`src/rtl/cpu_pkg.sv`:
```
// Shared CPU definitions used by the fetch stage.
//   ADDR_W / INSTR_W  : PC and instruction-word widths
//   HALT_OPCODE       : opcode value (instr[OPC_MSB:OPC_LSB]) that stops fetching
//   fetch_entry_t     : one prefetch-buffer slot, {instr, pc}
package cpu_pkg;

  localparam int ADDR_W  = 8;
  localparam int INSTR_W = 16;

  localparam int          OPC_MSB     = 15;
  localparam int          OPC_LSB     = 12;
  localparam logic [3:0]  HALT_OPCODE = 4'hF;

  typedef struct packed {
    logic [INSTR_W-1:0] instr;
    logic [ADDR_W-1:0]  pc;
  } fetch_entry_t;

  function automatic logic is_halt(input logic [INSTR_W-1:0] instr);
    return instr[OPC_MSB:OPC_LSB] == HALT_OPCODE;
  endfunction

endpackage

```
`src/rtl/fetch_unit_if.sv`:
```
// Bus bundle around the fetch stage: instruction-memory read port,
// branch redirect from execute and the fetch->decode handshake.
//   master : the fetch unit
//   slave  : its environment (memory, execute, decode)
//
// Fetch->decode handshake: fetch_valid/fetch_instr/fetch_pc are driven from
// state only; a transfer happens on a posedge where fetch_valid && decode_ready.
// While fetch_valid && !decode_ready the payload holds stable. When
// fetch_valid is low the payload is zero.
interface fetch_unit_if;
  import cpu_pkg::*;

  logic [ADDR_W-1:0]  program_counter;
  logic [INSTR_W-1:0] instruction;
  logic               branch_taken;
  logic [ADDR_W-1:0]  branch_target;
  logic               decode_ready;
  logic               fetch_valid;
  logic [INSTR_W-1:0] fetch_instr;
  logic [ADDR_W-1:0]  fetch_pc;
  logic               halted;

  modport master (
    output program_counter, fetch_valid, fetch_instr, fetch_pc, halted,
    input  instruction, branch_taken, branch_target, decode_ready
  );

  modport slave (
    input  program_counter, fetch_valid, fetch_instr, fetch_pc, halted,
    output instruction, branch_taken, branch_target, decode_ready
  );

endinterface

```
`src/rtl/fetch_buffer.sv`:
```
// DEPTH-entry synchronous FIFO of fetch entries.
//   clock, reset : clock and synchronous active-high reset
//   flush        : empty the FIFO (wins over push/pop)
//   push/wr_entry: write at tail; accepted when not full or when popping
//   pop          : remove head (ignored when empty)
//   rd_entry     : head entry, zero when empty
//   count        : number of occupied entries
module fetch_buffer
  import cpu_pkg::*;
#(
  parameter int DEPTH = 2,
  localparam int PTR_W = (DEPTH > 1) ? $clog2(DEPTH) : 1,
  localparam int CNT_W = $clog2(DEPTH + 1)
) (
  input  logic             clock,
  input  logic             reset,
  input  logic             flush,
  input  logic             push,
  input  fetch_entry_t     wr_entry,
  input  logic             pop,
  output fetch_entry_t     rd_entry,
  output logic [CNT_W-1:0] count
);

  fetch_entry_t     mem [DEPTH];
  logic [PTR_W-1:0] head_ptr;
  logic [PTR_W-1:0] tail_ptr;
  logic             do_pop;
  logic             do_push;

  assign do_pop  = pop && (count != '0);
  // A full FIFO still takes a push when the head leaves in the same cycle.
  assign do_push = push && ((count < CNT_W'(DEPTH)) || do_pop);

  always_ff @(posedge clock) begin
    if (reset || flush) begin
      head_ptr <= '0;
      tail_ptr <= '0;
      count    <= '0;
    end else begin
      if (do_pop)  head_ptr <= head_ptr + PTR_W'(1);
      if (do_push) tail_ptr <= tail_ptr + PTR_W'(1);
      if (do_push && !do_pop)      count <= count + CNT_W'(1);
      else if (do_pop && !do_push) count <= count - CNT_W'(1);
    end
  end

  // Storage needs no reset: count gates every read.
  always_ff @(posedge clock) begin
    if (!reset && !flush && do_push) mem[tail_ptr] <= wr_entry;
  end

  assign rd_entry = (count != '0) ? mem[head_ptr] : '0;

endmodule

```
`src/rtl/fetch_unit.sv`:
```
// Instruction-fetch stage. Owns the PC (driven straight from a register as
// the instruction-memory address), pushes {instruction, pc} into a 2-entry
// prefetch buffer and serves decode over a valid/ready handshake.
//   clock, reset : clock and synchronous active-high reset
//   bus (master) : memory read port, branch redirect, decode handshake, halted
module fetch_unit
  import cpu_pkg::*;
#(
  parameter int DEPTH = 2,
  localparam int CNT_W = $clog2(DEPTH + 1)
) (
  input  logic         clock,
  input  logic         reset,
  fetch_unit_if.master bus
);

  logic [ADDR_W-1:0] pc_q;
  logic              halted_q;
  logic [CNT_W-1:0]  count;
  fetch_entry_t      head;
  fetch_entry_t      new_entry;
  logic              deq;
  logic              enq;

  assign bus.fetch_valid = (count != '0);
  assign deq = bus.fetch_valid && bus.decode_ready;
  // A redirect suppresses enqueue: the word at the old PC is on the wrong path.
  assign enq = !halted_q && !bus.branch_taken && ((count < CNT_W'(DEPTH)) || deq);

  assign new_entry.instr = bus.instruction;
  assign new_entry.pc    = pc_q;

  fetch_buffer #(.DEPTH(DEPTH)) u_buffer (
    .clock    (clock),
    .reset    (reset),
    .flush    (bus.branch_taken),
    .push     (enq),
    .wr_entry (new_entry),
    .pop      (deq),
    .rd_entry (head),
    .count    (count)
  );

  always_ff @(posedge clock) begin
    if (reset) begin
      pc_q     <= '0;
      halted_q <= 1'b0;
    end else if (bus.branch_taken) begin
      // Redirect also cancels a HALT that was fetched down the wrong path.
      pc_q     <= bus.branch_target;
      halted_q <= 1'b0;
    end else if (enq) begin
      pc_q <= pc_q + ADDR_W'(1);
      if (is_halt(bus.instruction)) halted_q <= 1'b1;
    end
  end

  assign bus.program_counter = pc_q;
  assign bus.halted          = halted_q;
  assign bus.fetch_instr     = head.instr;
  assign bus.fetch_pc        = head.pc;

endmodule

```
`src/flat_wrapper.sv`:
```
// flat-port wrapper written by rule: the top's interface ports become plain ports
module fetch_unit_flat import cpu_pkg::*;
#(
  parameter int DEPTH = 2,
  localparam int CNT_W = $clog2(DEPTH + 1)
)
  (clock, reset, bus_program_counter, bus_fetch_valid, bus_fetch_instr, bus_fetch_pc, bus_halted, bus_instruction, bus_branch_taken, bus_branch_target, bus_decode_ready);
  fetch_unit_if bus_i ();
  input  logic clock;
  input  logic reset;
  output wire logic [$bits(bus_i.program_counter)-1:0] bus_program_counter;
  output wire logic [$bits(bus_i.fetch_valid)-1:0] bus_fetch_valid;
  output wire logic [$bits(bus_i.fetch_instr)-1:0] bus_fetch_instr;
  output wire logic [$bits(bus_i.fetch_pc)-1:0] bus_fetch_pc;
  output wire logic [$bits(bus_i.halted)-1:0] bus_halted;
  input wire logic [$bits(bus_i.instruction)-1:0] bus_instruction;
  input wire logic [$bits(bus_i.branch_taken)-1:0] bus_branch_taken;
  input wire logic [$bits(bus_i.branch_target)-1:0] bus_branch_target;
  input wire logic [$bits(bus_i.decode_ready)-1:0] bus_decode_ready;
  assign bus_program_counter = bus_i.program_counter;
  assign bus_fetch_valid = bus_i.fetch_valid;
  assign bus_fetch_instr = bus_i.fetch_instr;
  assign bus_fetch_pc = bus_i.fetch_pc;
  assign bus_halted = bus_i.halted;
  assign bus_i.instruction = bus_instruction;
  assign bus_i.branch_taken = bus_branch_taken;
  assign bus_i.branch_target = bus_branch_target;
  assign bus_i.decode_ready = bus_decode_ready;
  fetch_unit #(.DEPTH(DEPTH)) u_core (.clock(clock), .reset(reset), .bus(bus_i));
endmodule
```
`config.mk`:
```
export PLATFORM = sky130hd
export DESIGN_NAME = fetch_unit_flat
export DESIGN_NICKNAME = d
export VERILOG_FILES = /design/src/rtl/cpu_pkg.sv /design/src/rtl/fetch_unit_if.sv /design/src/rtl/fetch_buffer.sv /design/src/rtl/fetch_unit.sv /design/src/flat_wrapper.sv
export SDC_FILE = /design/constraint.sdc
export NUM_CORES = 1
export LEC_CHECK = 0
export CAP_MARGIN = 30
export CORE_UTILIZATION = 43
export DETAILED_ROUTE_END_ITERATION = 10
export GPL_TIMING_DRIVEN = 0
export MAX_ROUTING_LAYER = met4
export PLACE_DENSITY = 0.8
export SYNTH_ARGS = -nofsm -noshare
export SYNTH_HDL_FRONTEND = slang
export SYNTH_SLANG_ARGS = --single-unit
```
`constraint.sdc`:
```
create_clock -name clock -period 9.1 [get_ports clock]
set_input_delay 1.365 -clock clock [delete_from_list [all_inputs] [get_ports clock]]
set_output_delay 1.365 -clock clock [all_outputs]
set_load 0.005 [all_outputs]
```
Yosys cells after proc, flatten, opt, wreduce, memory -nomap -nowiden
Memories as Yosys holds them, arrays and structs flattened. A register that Yosys moved wholly into a read port is not among the register bits.
Index checks and enable logic that the tools add are counted.
{ "word_totals": {"reg_bits": 13, "ram_bits": 48, "input_bits": 28, "mem_count": 1} }
{ "memory_table": {"columns": ["name", "words", "word_bits", "read_ports", "rd_clocked_by_memory_dff", "write_ports", "line_no", "text"], "rows": [
  ["u_core.u_buffer.mem", 2, 24, 1, 1, 1, "fetch_buffer.sv:25", "fetch_entry_t mem [DEPTH];"]
]} }
{ "classes": {"add_sub_neg": 5, "order_cmp": 1, "n_eq_ne": 1, "mux": 9, "reduce_logical": 22} }
{ "op_table": {"columns": ["operator", "count"], "rows": [
  ["$mux 24", 1],
  ["$mux 8", 2],
  ["$logic_and 1x1->1", 9],
  ["$add 8x1->8 const B", 1],
  ["$reduce_bool 2->1", 3],
  ["$logic_not 1->1", 5],
  ["$eq 4x4->1 const B", 1],
  ["$mux 1", 4],
  ["$mux 2", 2],
  ["$logic_or 1x1->1", 3],
  ["$add 1x1->1 const B", 2],
  ["$add 2x1->2 const B", 1],
  ["$lt 2x2->1 const B", 1],
  ["$reduce_and 2->1", 1],
  ["$reduce_or 2->1", 1],
  ["$sub 2x1->2 const B", 1]
]} }

Logic depth before layout (Yosys ltp)
{ "depth": {"ltp_word": 9, "depth_mapped": 9, "ltp_nobuf": 7} }

Cells and area by module
A second synthesis with hierarchy kept.
{ "unflattened": {"hier_cells": 195, "hier_area_um2": 2608.8} }
{ "modules_own_cells": {"columns": ["mod", "n_inst", "cells_per_inst", "area_each_um2", "seq_area_each_um2"], "rows": [
  ["fetch_buffer", 1, 127, 2034.5, 1541.5],
  ["fetch_unit", 1, 68, 574.3, 180.2]
]} }

Worst setup path after synthesis
No wires, ideal clock.
{ "synth_timing": {"path_type": "input port to flip-flop", "start": "input port bus_branch_taken", "end": "memory u_core.u_buffer.mem[0][0] in the netlist's numbering, enable pin", "arrival_time_ns": 3.669, "required_ns": 8.665, "slack_ns": 4.996, "path_stages": 4, "path_cell_list": "clkbuf_1 or2_2 clkbuf_1 nor3_1"} }
{ "synth_between": {"elab_chain_cells": 7, "word_cells_on_any_way": 8, "classes_between": "mux: 2; reduce/logical: 6"} }
{ "synth_lines": {"columns": ["item", "line_no", "text"], "rows": [
  ["from (decl)", "flat_wrapper.sv:17", "input wire logic [$bits(bus_i.branch_taken)-1:0] bus_branch_taken;"],
  ["$logic_not 1->1 (*)", "fetch_buffer.sv:50, fetch_unit.sv:28", null],
  ["$logic_and 1x1->1 (2 in a row)", "fetch_unit.sv:28", "assign enq = !halted_q && !bus.branch_taken && ((count < CNT_W'(DEPTH)) || deq);"],
  ["$logic_and 1x1->1", "fetch_buffer.sv:33", "assign do_push = push && ((count < CNT_W'(DEPTH)) || do_pop);"],
  ["$logic_and 1x1->1 (*)", "fetch_buffer.sv:50", "if (!reset && !flush && do_push) mem[tail_ptr] <= wr_entry;"],
  ["$mux 1 (*)", "fetch_buffer.sv:50", null],
  ["$mux 1 (not written as such) (*)", "fetch_buffer.sv:50", null],
  ["to (decl)", "fetch_buffer.sv:25", null]
]} }
Every way passes the cells marked *; elsewhere a longest branch is shown, timed or not.

Final worst setup path
{ "layout_timing": {"start": "register u_core.u_buffer.count[1]", "end": "output port bus_fetch_pc[6]"} }
{ "layout_between": {"elab_chain_cells": 2} }
{ "layout_lines": {"columns": ["item", "line_no", "text"], "rows": [
  ["from (decl)", "fetch_buffer.sv:22", "output logic [CNT_W-1:0] count"],
  ["from (signal assigned)", "fetch_buffer.sv:43", "if (do_push && !do_pop) count <= count + CNT_W'(1);"],
  ["from (signal assigned)", "fetch_buffer.sv:44", "else if (do_pop && !do_push) count <= count - CNT_W'(1);"],
  ["$reduce_bool 2->1", "fetch_buffer.sv:53", "assign rd_entry = (count != '0) ? mem[head_ptr] : '0;"],
  ["$mux 24", "fetch_buffer.sv:53", null],
  ["to (decl)", "flat_wrapper.sv:14", "output wire logic [$bits(bus_i.fetch_pc)-1:0] bus_fetch_pc;"]
]} }
Every way passes these cells.

==> summary.md <==
| Metric | Value |
|---|---|
| Status | `complete, no violations` |
| CTS Sinks | `62` |
| Largest net degree at the start of global routing | `12` |
| Post-synthesis instance area | `0.00255 mm²` |
| ANT cells | `0` |
| Top cells by area, synth | `edfxtp_1 (56%), dfxtp_1 (11%), mux2i_1 (9.4%)` |
| Top cells by count, synth | `edfxtp_1 (48), nor2_1 (32), mux2i_1 (24), dfxtp_1 (14)` |
| Root buf cell | `clkbuf_8` |
| Post-CTS sizing | `0` |
| Post-layout minimum cycle time | `3.46 ns` |
| Fill count | `435` |
| Multi-input combinational cell area | `746 µm²` |
| Layout cells sized above 1 | `0.0996` |
| Power Total | `0.000647 W` |
| Peak VDD IR | `109 µV` |
| DP Area | `0.00329 mm²` |
| Vias per cell | `4.86` |
| Top_reg_cell synth | `edfxtp_1` |
| Initial Util | `0.455` |
| Clock slew at reported path FFs | `0.06 ns` |
| Gr ovfl total | `0` |
| Worst Min Path Start | `u_core.u_buffer.head_ptr` |
| CTS max path bufs | `2` |
| Cell mode on critical path | `nor2_1` |
| WS Path Type | `reg -> out` |
| All-layer global routing usage | `0.162` |
| # DRC | `0` |
| IO Port Bufs | `59` |
| Synth-to-layout area growth | `37.0%` |
| GP Congestion | `0.722` |
| Register area | `0.00172 mm²` |
| Hold path cells | `2` |
| Wirelength per Cell | `13.4 µm` |
| Max Cap Viol | `0` |
| Most common cell in the netlist | `edfxtp_1` |
| R2R cell count | `7` |
| Final WS setup | `5.64 ns` |
| Final setup vio count | `0` |
| Pwr dens | `185 mW/mm²` |
| Skew final | `0.00981 ns` |
| Area leader, netlist | `edfxtp_1` |
| Vias in the first global route | `1529` |
| Crit-path max cell delay | `0.46 ns` |
| Slew Viols, Final | `0` |
| # rows | `27` |
| Post-synth top area share | `0.564` |
| Worst reg2reg setup slack | `7.05 ns` |
| Worst Path Required | `7.74 ns` |
| Post-synth ARST share | `0` |
| Vias | `1667` |
| Achievable frequency | `289 MHz` |
| Worst path slowest cell | `clkdlybuf4s50_1` |
| Final core utilization | `0.624` |
| Final Cell Area | `0.00350 mm²` |
| Antenna viol nets, final | `0` |
| Skew-Pair Late Insertion Delay | `0.33 ns` |
| Final Hold Fails | `0` |
| First-pass GRT wire length | `7100 µm` |
| Crit path DAT | `2.10 ns` |
| Normalized max-slew margin | `0.667` |
| Num ports | `62` |
| Post-DP HPWL | `3290 µm` |
| Worst-Margin Slew | `0.498 ns` |
| Synth unique cells | `29` |
| Syn_area_per_cell | `13.3 µm²` |
| Initial DRC Count | `82` |
| Die H | `79.1 µm` |
| Die width | `79.1 µm` |
| Setup TNS | `0 ns` |
| EDFF count, synth | `48` |
| Worst Hold Class | `reg -> reg` |
| Register bit total from synthesis | `62` |
| RSZ-0062 raised after global routing | `false` |
| Nets | `296` |
| Ys Warns | `0` |
| Fin crit share | `0.380` |
| DRT Pass-1 Iters | `4` |
| CTS tree | `yes` |
| DIE AREA | `0.00625 mm²` |
| Worst Path Max Fanout | `10` |
| Core footprint | `0.00561 mm²` |
| Dpl ws | `5.54 ns` |
| R2r endpoint | `u_core.u_buffer.mem[0][22]` |
| Sequential-to-total area share from yosys stat | `0.674` |
| Initial antenna violation count | `0` |
| Routed wire length | `4600 µm` |
| CTS buffer count | `9` |
| Post-Syn Nets | `222` |
| CTS Hold Bufs | `0` |
| H-tree levels | `3` |
| Critical Path Sink Type | `output pin` |
| LEAKAGE | `1.23 nW` |
| Crit path cell chain | `nor2_1 > clkbuf_1 > nor2_1 > clkdlybuf4s50_1` |
| Reg-to-Reg Start | `u_core.u_buffer.count[1]` |
| Startpoint type of the worst setup path | `flop` |
| Synthesized instance count | `192` |
| Setup bufs post-CTS | `0` |
## state kept, by name, indices dropped and copies added (netlist names), named ones only
signal	cells
u_core.u_buffer.mem	48
u_core.bus.program_counter	8
u_core.u_buffer.count	2
u_core.bus.halted	1
u_core.u_buffer.head_ptr	1
u_core.u_buffer.tail_ptr	1
## worst max-delay path by stage
stage / start / end / slack (ns) / cells after the start
after floorplan: bus_branch_taken / u_core.u_buffer.mem[0][0] / 5.00 / 4
after global placement: bus_decode_ready / u_core.u_buffer.mem[0][14] / 3.68 / 6
after detailed placement: bus_decode_ready / u_core.u_buffer.mem[0][14] / 5.54 / 8
after CTS: u_core.u_buffer.count[1] / bus_fetch_pc[6] / 5.60 / 4
after global routing: u_core.u_buffer.count[1] / bus_fetch_instr[14] / 5.45 / 4
final: u_core.u_buffer.count[1] / bus_fetch_pc[6] / 5.64 / 4
## placed cells by master, fill, tap and decap left out, types with 6 or more instances in the layout
cell type / n
clkdlybuf4s50_1: 59
edfxtp_1: 48
nor2_1: 32
mux2i_1: 24
dfxtp_1: 14
clkbuf_8: 12
inv_1: 9
a21oi_1: 9
clkbuf_1: 8
xor2_1: 8
o21a_1: 7
buf_6: 6
## stage by stage
stage / hold slack [ns] / instances
floorplan: 0.472 / 192
global placement: 0.485 / 323
detailed placement: 0.493 / 327
CTS: 0.517 / 343
global route: 0.545 / 343
finish: 0.513 / 343
## worst max-delay path, delay by kind of cell, from the launching register on
kind,cells,cell delay (ns)
buffers and inverters,2,0.89
DFF,1,0.34
and+or+nand+nor,2,0.54
## layer usage
layer | GRT usage | vias to the layer above | share of wire
met2 | 0.260 | 52 | 0.50
met5 | - | - | 0
met3 | 0.0356 | 11 | 0.050
met1 | 0.180 | 769 | 0.43
li1 | - | 835 | -
met4 | 0.109 | 0 | 0.029
## cells by family (layout without fill, tap and decap cells)
group	count (synthesis)	after routing	share of synthesized area
simple gates	52	52	0.0980
buf+inv	21	100	0.0377
fa+ha+maj	2	2	0.00980
compound gates	21	21	0.0519
mux	24	24	0.0941
flops	62	62	0.674
xor+xnor	10	10	0.0343
## where the power goes
part / total, W / leakage [nW] / switching [W] / internal, W
registers: 0.000326 / 0.559 / 0.00000793 / 0.000318
clock network: 0.000242 / 0.110 / 0.0000955 / 0.000147
logic: 0.0000780 / 0.562 / 0.0000327 / 0.0000453
## final cells by class
cell class | instances | area share
well taps | 72 | 0.0258
plain buffers | 12 | 0.0179
flip-flops and latches | 62 | 0.492
clock buffers | 12 | 0.0472
multi-input cells | 109 | 0.213
inverters | 9 | 0.00966
repair buffers | 63 | 0.182
clock inverters | 4 | 0.0125
(Power assumes the default switching activity.)
